## src/rtl/sha3_pkg.sv

```systemverilog
// Shared constants for the SHA3-256 rate-block padder: geometry, padding bytes
// and FSM state encodings.
package sha3_pkg;

    localparam int RATE_BYTES = 136;
    localparam int WORD_BYTES = 8;
    localparam int NWORDS     = RATE_BYTES / WORD_BYTES;

    localparam logic [7:0] DOMAIN_BYTE = 8'h06;
    localparam logic [7:0] PAD_END     = 8'h80;

    localparam logic [1:0] ACCEPT = 2'd0;
    localparam logic [1:0] EMIT   = 2'd1;
    localparam logic [1:0] EXTRA  = 2'd2;

endpackage

```

## src/rtl/sha3_pad_word.sv

```systemverilog
// Masks one message word down to its first nbytes bytes and optionally drops
// the domain byte into the first unused byte position.
module sha3_pad_word
    import sha3_pkg::*;
(
    input  logic [63:0] word,
    input  logic [3:0]  nbytes,
    input  logic        insert,
    output logic [63:0] padded
);

    generate
        for (genvar gi = 0; gi < WORD_BYTES; gi++) begin : g_byte
            localparam logic [3:0] IDX = 4'(gi);
            assign padded[8*gi +: 8] = (IDX < nbytes)               ? word[8*gi +: 8] :
                                       (insert && (IDX == nbytes))  ? DOMAIN_BYTE     :
                                                                      8'h00;
        end
    endgenerate

endmodule

```

## src/rtl/sha3_pad_blocker.sv

```systemverilog
// Packs a 64-bit message stream into 1088-bit SHA3 rate blocks, applies the
// 0x06..0x80 multi-rate padding and hands blocks downstream over valid/ready.
module sha3_pad_blocker
    import sha3_pkg::*;
(
    input  logic          clk,
    input  logic          reset,
    input  logic          in_valid,
    output logic          in_ready,
    input  logic [63:0]   in_data,
    input  logic          in_last,
    input  logic [3:0]    in_nbytes,
    output logic [1087:0] block_out,
    output logic          block_valid,
    input  logic          block_ready,
    output logic          block_last
);

    logic [1:0]  state_reg;
    logic [4:0]  wcnt_reg;
    logic        pad_pending_reg;
    logic        last_reg;

    logic [3:0]  n_clamp;
    logic [3:0]  n_word;
    logic        full_tail;
    logic        pad_now;
    logic        take;
    logic        load_extra;
    logic [63:0] word_padded;

    assign n_clamp    = (in_nbytes > 4'd8) ? 4'd8 : in_nbytes;
    assign full_tail  = (wcnt_reg == 5'(NWORDS - 1)) && (n_clamp == 4'd8);
    // A full final word filling the last slot leaves no room: padding spills
    // into a separate pad-only block.
    assign pad_now    = in_last && !full_tail;
    assign take       = (state_reg == ACCEPT) && in_valid;
    assign load_extra = (state_reg == EMIT) && block_ready && pad_pending_reg;
    assign n_word     = in_last ? n_clamp : 4'd8;

    sha3_pad_word u_pad_word (
        .word   (in_data),
        .nbytes (n_word),
        .insert (pad_now),
        .padded (word_padded)
    );

    generate
        for (genvar gi = 0; gi < NWORDS; gi++) begin : g_slot
            localparam logic [4:0] SLOT = 5'(gi);
            logic [63:0] slot_reg;
            logic [63:0] slot_next;

            always_comb begin
                slot_next = slot_reg;
                if (take) begin
                    if (wcnt_reg == SLOT) begin
                        slot_next = word_padded;
                    end else if (in_last && (SLOT > wcnt_reg)) begin
                        // A full last word pushes the domain byte into the next slot.
                        if (pad_now && (n_clamp == 4'd8) && (SLOT == wcnt_reg + 5'd1)) begin
                            slot_next = {56'd0, DOMAIN_BYTE};
                        end else begin
                            slot_next = '0;
                        end
                    end
                    if (pad_now && (gi == NWORDS - 1)) begin
                        slot_next[63:56] = slot_next[63:56] | PAD_END;
                    end
                end else if (load_extra) begin
                    slot_next = '0;
                    if (gi == 0) begin
                        slot_next[7:0] = DOMAIN_BYTE;
                    end
                    if (gi == NWORDS - 1) begin
                        slot_next[63:56] = PAD_END;
                    end
                end
            end

            always_ff @(posedge clk) begin
                if (reset) begin
                    slot_reg <= '0;
                end else begin
                    slot_reg <= slot_next;
                end
            end

            assign block_out[64*gi +: 64] = slot_reg;
        end
    endgenerate

    always_ff @(posedge clk) begin
        if (reset) begin
            state_reg       <= ACCEPT;
            wcnt_reg        <= '0;
            pad_pending_reg <= 1'b0;
            last_reg        <= 1'b0;
        end else begin
            case (state_reg)
                ACCEPT: begin
                    if (in_valid) begin
                        if (in_last || (wcnt_reg == 5'(NWORDS - 1))) begin
                            state_reg       <= EMIT;
                            wcnt_reg        <= '0;
                            last_reg        <= pad_now;
                            pad_pending_reg <= in_last && !pad_now;
                        end else begin
                            wcnt_reg <= wcnt_reg + 5'd1;
                        end
                    end
                end
                EMIT: begin
                    if (block_ready) begin
                        if (pad_pending_reg) begin
                            state_reg       <= EXTRA;
                            last_reg        <= 1'b1;
                            pad_pending_reg <= 1'b0;
                        end else begin
                            state_reg <= ACCEPT;
                            last_reg  <= 1'b0;
                            wcnt_reg  <= '0;
                        end
                    end
                end
                EXTRA: begin
                    if (block_ready) begin
                        state_reg <= ACCEPT;
                        last_reg  <= 1'b0;
                    end
                end
                default: begin
                    state_reg <= ACCEPT;
                end
            endcase
        end
    end

    assign in_ready    = (state_reg == ACCEPT) && !reset;
    assign block_valid = (state_reg == EMIT) || (state_reg == EXTRA);
    assign block_last  = last_reg;

endmodule

```

## config.mk

```make
export PLATFORM = sky130hd
export DESIGN_NAME = sha3_pad_blocker
export DESIGN_NICKNAME = d
export VERILOG_FILES = /design/src/rtl/sha3_pkg.sv /design/src/rtl/sha3_pad_word.sv /design/src/rtl/sha3_pad_blocker.sv
export SDC_FILE = /design/constraint.sdc
export NUM_CORES = 2
export LEC_CHECK = 0
export ABC_AREA = 0
export CAP_MARGIN = 20
export CORE_AREA = 4 4 448 450
export CTS_BUF_LIST = sky130_fd_sc_hd__clkbuf_8
export DETAILED_ROUTE_END_ITERATION = 8
export DIE_AREA = 0 0 452 454
export PLACE_DENSITY_LB_ADDON = 0.25
export SLEW_MARGIN = 40
export SYNTH_ARGS = -nofsm -noshare
export SYNTH_HDL_FRONTEND = slang
export SYNTH_SLANG_ARGS = --single-unit
```

## constraint.sdc

```tcl
create_clock -name clk -period 2.34 [get_ports clk]
set_input_delay 0.468 -clock clk [delete_from_list [all_inputs] [get_ports clk]]
set_output_delay 0.468 -clock clk [all_outputs]
set_load 0.005 [all_outputs]
```

=== Word level (Yosys, flattened, before mapping) ===
Cells that the tools add are included.

* Register bits after elaboration: 1,097
* Output and inout port bits: 1,091
* Input port bits: 73
* Word-level logic and storage cells: 309

* Order comparisons: 26
* Equal/unequal tests: 65
* Reductions and logical operators: 84
* Mux-type cells: 110
* Add/sub/neg operators: 1

{| class="wikitable"
|+ Operators with widths
! kind !! count
|-
| two-way mux 64 bit || 54
|-
| two-way mux 3 bit || 25
|-
| two-way mux 8 bit || 9
|-
| inequality test 3 x 1 -> 1 bit, second input constant || 17
|-
| logical AND 1 bit || 50
|-
| == test 4 x 5 -> 1 bit, first input constant || 8
|-
| == test 5 x 4 -> 1 bit, second input constant || 8
|-
| > comparator 4 x 5 -> 1 bit, first input constant || 8
|-
| AND reduction 2 bit || 18
|-
| == test 3 x 5 -> 1 bit, first input constant || 4
|-
| == test 5 x 3 -> 1 bit, second input constant || 4
|-
| > comparator 3 x 5 -> 1 bit, first input constant || 4
|-
| two-way mux 5 bit || 4
|-
| == test 3 x 4 -> 1 bit, first input constant || 4
|-
| < comparator 3 x 4 -> 1 bit, first input constant || 4
|-
| AND reduction 4 bit || 3
|-
| == test 2 x 5 -> 1 bit, first input constant || 2
|-
| == test 5 x 2 -> 1 bit, second input constant || 2
|-
| > comparator 1 x 5 -> 1 bit, first input constant || 2
|-
| > comparator 2 x 5 -> 1 bit, first input constant || 2
|-
| logical NOT 5 bit || 2
|-
| two-way mux 2 bit || 5
|-
| inequality test 2 bit, second input constant || 5
|-
| one-hot mux 5 bit (2 select lines) || 1
|-
| other kinds (27) || 41
|}

=== Logic depth before layout (Yosys ltp) ===
* Depth in word-level cells: 13
* Mapped depth: 13
* Depth with buffers taken out: 7

=== By module ===
A second synthesis with hierarchy kept.

* Cells, all modules: 3,833
* Area, all modules: 37,798.8 µm²

{| class="wikitable"
|+ By module, submodules not included
! module !! instances !! seq. area each (µm²) !! cells an instance !! area each (µm²)
|-
| sha3_pad_blocker || 1 || 21,961.1 || 3,722 || 37,066.8
|-
| sha3_pad_word || 1 || 0.0 || 111 || 732.0
|}

=== Worst setup path before layout ===
OpenSTA, ideal clock, no wires.

* Path type: reg2reg
* From: register wcnt_reg[0]
* To: register g_slot[6].slot_reg[17]
* Stages on the path, launching flop included: 14
* Period minus slack after synthesis: 2.333 ns
* Buffers on the path: 6
* Arrival: 2.206 ns
* Data required time: 2.212 ns
* Setup slack: 0.007 ns
* Path through: dfxtp_1 buf_2 buf_4 inv_1 ha_1 buf_2 nor4bb_1 buf_2 a211oi_1 or2_1 buf_2 buf_2 a22oi_1 nor2_1

* Cells in the longest elaborated chain, start to end: 9

{| class="wikitable"
|+ RTL lines
! element !! line !! source
|-
| start, declared || sha3_pad_blocker.sv:20 || <nowiki>logic [4:0] wcnt_reg;</nowiki>
|-
| start signal, assigned || sha3_pad_blocker.sv:109 || <nowiki>wcnt_reg <= wcnt_reg + 5'd1;</nowiki>
|-
| == test 5 bit || sha3_pad_blocker.sv:33 || <nowiki>assign full_tail = (wcnt_reg == 5'(NWORDS - 1)) && (n_clamp == 4'd8);</nowiki>
|-
| logical AND 1 bit || sha3_pad_blocker.sv:33 ||
|-
| logical NOT 1 bit || sha3_pad_blocker.sv:36 || <nowiki>assign pad_now = in_last && !full_tail;</nowiki>
|-
| logical AND 1 bit || sha3_pad_blocker.sv:36 ||
|-
| logical AND 1 bit || sha3_pad_word.sv:16 || <nowiki>(insert && (IDX == nbytes)) ? DOMAIN_BYTE :</nowiki>
|-
| two-way mux 3 bit || sha3_pad_word.sv:16 ||
|-
| two-way mux 8 bit || sha3_pad_word.sv:15 || <nowiki>assign padded[8*gi +: 8] = (IDX < nbytes) ? word[8*gi +: 8] :</nowiki>
|-
| two-way mux 64 bit || sha3_pad_blocker.sv:57 || <nowiki>if (wcnt_reg == SLOT) begin</nowiki>
|-
| two-way mux 64 bit || sha3_pad_blocker.sv:56 || <nowiki>if (take) begin</nowiki>
|-
| end signal, assigned || sha3_pad_blocker.sv:85 || <nowiki>slot_reg <= slot_next;</nowiki>
|-
| end, declared || sha3_pad_blocker.sv:51 || <nowiki>logic [63:0] slot_reg;</nowiki>
|}

Several ways; a longest one is shown, not always the timed one.
A chain may end at the register's enable or synchronous reset.

=== Worst setup path after layout ===
* From: register state_reg[0]
* To: output in_ready

* Cells in the longest elaborated chain, start to end: 2

{| class="wikitable"
|+ RTL lines
! element !! line !! source
|-
| start, declared || sha3_pad_blocker.sv:19 || <nowiki>logic [1:0] state_reg;</nowiki>
|-
| start signal, assigned || sha3_pad_blocker.sv:95 || <nowiki>state_reg <= ACCEPT;</nowiki>
|-
| start signal, assigned || sha3_pad_blocker.sv:104 || <nowiki>state_reg <= EMIT;</nowiki>
|-
| start signal, assigned || sha3_pad_blocker.sv:116 || <nowiki>state_reg <= EXTRA;</nowiki>
|-
| logical NOT 2 bit || sha3_pad_blocker.sv:139 || <nowiki>assign in_ready = (state_reg == ACCEPT) && !reset;</nowiki>
|-
| logical AND 1 bit || sha3_pad_blocker.sv:139 ||
|-
| end, declared || sha3_pad_blocker.sv:9 || <nowiki>output logic in_ready,</nowiki>
|}

No other way between the ends.

==> summary.md <==
| Metric | Value |
|---|---|
| First-pass GRT wire length | `303,000 um` |
| Gate Count Post-Synth | `4,120` |
| Starting Density | `0.198` |
| Port buffer count | `1,163` |
| Status | `complete, but fails checks` |
| Yosys reg bits | `1,097` |
| CTS tree | `yes` |
| Share of the synthesized area in the top cell type | `0.565` |
| Final setup vio count | `1` |
| Min-Delay Path Depth | `3` |
| Clock period minus worst slack | `2340 ps` |
| Post-route antenna net violation count | `0` |
| Nets | `approximately 5.5k` |
| Clock network latency to the later pin of the worst-skew pair | `approximately 950 ps` |
| Cell internal pwr | `0.0297 W` |
| Number of global-route vias before repair | `37.3k` |
| Share of power burned in registers | `0.451` |
| Half-perimeter wire length after placement | `~160,000 um` |
| CP required | `1870 ps` |
| Distinct cell type count after synthesis | `79` |
| Max reg flops | `~1.1k` |
| Yosys warnings | `0` |
| Cts bufs inserted | `199` |
| CTS root buffer | `clkbuf_8` |
| Area of the multi-input gates | `15,000 um2` |
| CP max FO | `2` |
| DRT iter0 DRCs | `3,721` |
| Final setup margin | `-1.32 ps` |
| Num Clock Sinks | `1,097` |
| RSZ-0062 raised after global routing | `yes` |
| Total power | `0.0419 W` |
| Worst Min Path Start | `in_data[56]` |
| Post-Route WL | `225,000 um` |
| Post-synth net total | `4,202` |
| Fillcell total | `20.8k` |
| Switching Fraction | `0.290` |
| Final Hold Fails | `0` |
| Synthesis-to-layout area growth | `54.3%` |
| Max Transition Viols Final | `0` |
| Core area | `~200,000 um2` |
| WL/cell | `approximately 27 um` |
| Global Route Usage Sum | `0.207` |
| Post-Syn Area | `38,900 um2` |
| Remaining DRCs | `0` |
| Combinational share of power | `0.117` |
| Share of flip-flops with an asynchronous set or reset | `0` |
| Final Util | `0.305` |
| Core Rows | `163` |
| Chip Width | `452 um` |
| Area contributors post-synth | `dfxtp_1 57%, a22oi_1 20%, nor2_1 11%, buf_2 2.7%, clkbuf_1 2.3%` |
| CTS Buffer Depth | `3` |
| Max Cap Viol | `0` |
| Worst R2R Setup Slack | `approximately 30 ps` |
| Final setup skew | `33.9 ps` |
| DR vias | `38.7k` |
| Hold Crit Class | `in -> reg` |
| Reg area | `22,100 um2` |
| Crit start category | `flop` |
| Synth Flop Type | `dfxtp_1` |
| Fmax | `0.427 GHz` |
| Rel. slew slack | `0.421` |
| Die Area | `205,000 um2` |
| Worst slack, placed | `-440 ps` |
| Pwr per Cell Area | `699 nW/um2` |
| Initial antenna violation count | `23` |
| Pre-antenna DRT Iters | `5` |
| Final period util | `1.00` |
| GRT overflow | `0` |
| Clock network power share | `0.432` |
| Syn Area/Cell | `approximately 9.4 um2` |
| Worst r2r src | `wcnt_reg[1]` |
| Critical Path AT | `1870 ps` |
| Die Y | `454 um` |
| CP Class | `reg -> out` |
| Post-synth top area cell | `dfxtp_1` |
| P_leak | `27.1 nW` |
| Top Ports | `1,164` |
| Routability Congestion | `~0.85` |
| Via density per instance | `around 4.7` |
| Share of layout cells above drive strength 1 | `0.156` |
| Reg2Reg Capture Point | `g_slot[4].slot_reg[11]` |
| Switching power | `0.0122 W` |
| Violated checks | `negative setup slack` |
| Hold endpoint | `g_slot[4].slot_reg[56]` |
| Largest net degree at the start of global routing | `163` |
| Clock transition at path regs | `around 60 ps` |
| Sequential share of the synthesized area | `0.565` |
| Peak supply drop | `approximately 440 uV` |
| Path depth of the worst reg2reg path | `8` |
| Crit path capture type | `output port` |
| Post-synth EDFFs | `0` |
| Worst-Margin Slew | `865 ps` |
| H-tree Lvls | `4` |
critical path: stages (launching register included):
cell and delay (ps):
dfxtp_2 320, inv_2 70, ha_4 140, buf_6 90, nor2b_4 180, buf_6 130
how the worst max path moves through the flow:
stage / startpoint / endpoint / slack (ps) / depth (start not counted)
final: state_reg[0] / in_ready / -1 / 5
after global routing: state_reg[0] / in_ready / -160 / 5
after CTS: state_reg[1] / in_ready / -190 / 5
after detailed placement: in_valid / g_slot[15].slot_reg[27] / -440 / 9
after global placement: in_nbytes[2] / g_slot[0].slot_reg[6] / -450 / 10
after floorplan: wcnt_reg[0] / g_slot[6].slot_reg[17] / 7 / 13
routing by layer:
metal  GRT usage  part of all wire  up-vias
met5           0           0.00015        -
met2       0.348              0.48     1854
li1            -                 -    17200
met3      0.0616             0.083      387
met1       0.247              0.40    19300
met4      0.0857             0.039        4
logic make-up (layout without fill, tap and decap cells):
group / count (synthesis) / in the layout / synth area share
other cells: 0 / 13 / 0
buf+inv: 503 / 1945 / 0.0580
fa+ha+maj: 9 / 9 / 0.00290
xor+xnor: 2 / 2 / 0.000934
flops: 1097 / 1097 / 0.565
compound gates: 1186 / 1186 / 0.229
simple gates: 1319 / 1319 / 0.143
mux: 4 / 4 / 0.00103
repair_timing:
item,4_1_cts,5_1_grt
setup buffers,6,13
setup endpoints to repair,1225,496
pin swaps,4,6
resized for setup,1193,11
endpoints found under the hold margin,101,0
hold buffers,2,0
gates cloned,0,1
layout by cell type (no fill, tap or decap), types with 15 or more instances in the layout:
cell type,n
dlygate4sd2_1,1082
dfxtp_2,69
and2_1,30
clkinv_2,15
nand3_1,22
clkdlybuf4s50_1,71
nor2_1,1089
dfxtp_1,1026
a22oi_1,1056
buf_12,166
and3_1,15
inv_1,88
buf_4,243
clkbuf_8,239
a21oi_1,28
nand2_1,43
area by class of cell:
type / instances / share of cell area
Antenna cell: 13 / 0.000543
Clock buffer: 239 / 0.0549
Clock inverter: 110 / 0.00983
Inverter: 14 / 0.000876
Multi-Input combinational cell: 2520 / 0.250
Sequential cell: 1097 / 0.368
Tap cell: 2640 / 0.0551
Timing Repair Buffer: 1582 / 0.261
stage by stage:
stage,hold WS (ps),cell area [um2],std cells,TNS [ps]
after detailed placement,460,57000,7831,-308500
after CTS,59.6,59800,8188,-215
after floorplan,448,38900,4120,0
final,226,60000,8215,-1.32
after global placement,448,56900,7828,-320220
after global routing,132,60000,8214,-159
cells in the mapped netlist, types with 4 or more instances:
master,instances
a21oi_1,28
a221oi_1,4
a22oi_1,1056
a31oi_1,7
a32oi_1,12
and2_1,41
and3_1,17
buf_1,19
buf_2,210
buf_4,17
buf_6,5
clkbuf_1,237
dfxtp_1,1097
ha_1,9
inv_1,14
mux2i_1,4
nand2_1,43
nand2b_1,11
nand3_1,22
nand4_1,6
nor2_1,1097
nor2b_1,17
nor3_1,7
nor3_2,9
o211ai_1,6
o21a_1,9
o21ai_0,14
o21ai_1,8
o21ai_2,11
or2_1,4
power by group through the flow:
stage | logic (W) | clock network [W] | registers, W
after CTS | 0.00485 | 0.0186 | 0.0189
after global routing | 0.00507 | 0.0195 | 0.0189
after detailed placement | 0.00488 | 0 | 0.0193
after global placement | 0.00487 | 0 | 0.0193
after floorplan | 0.00179 | 0 | 0.0193
final | 0.00490 | 0.0181 | 0.0189
(Power assumes the default switching activity.)
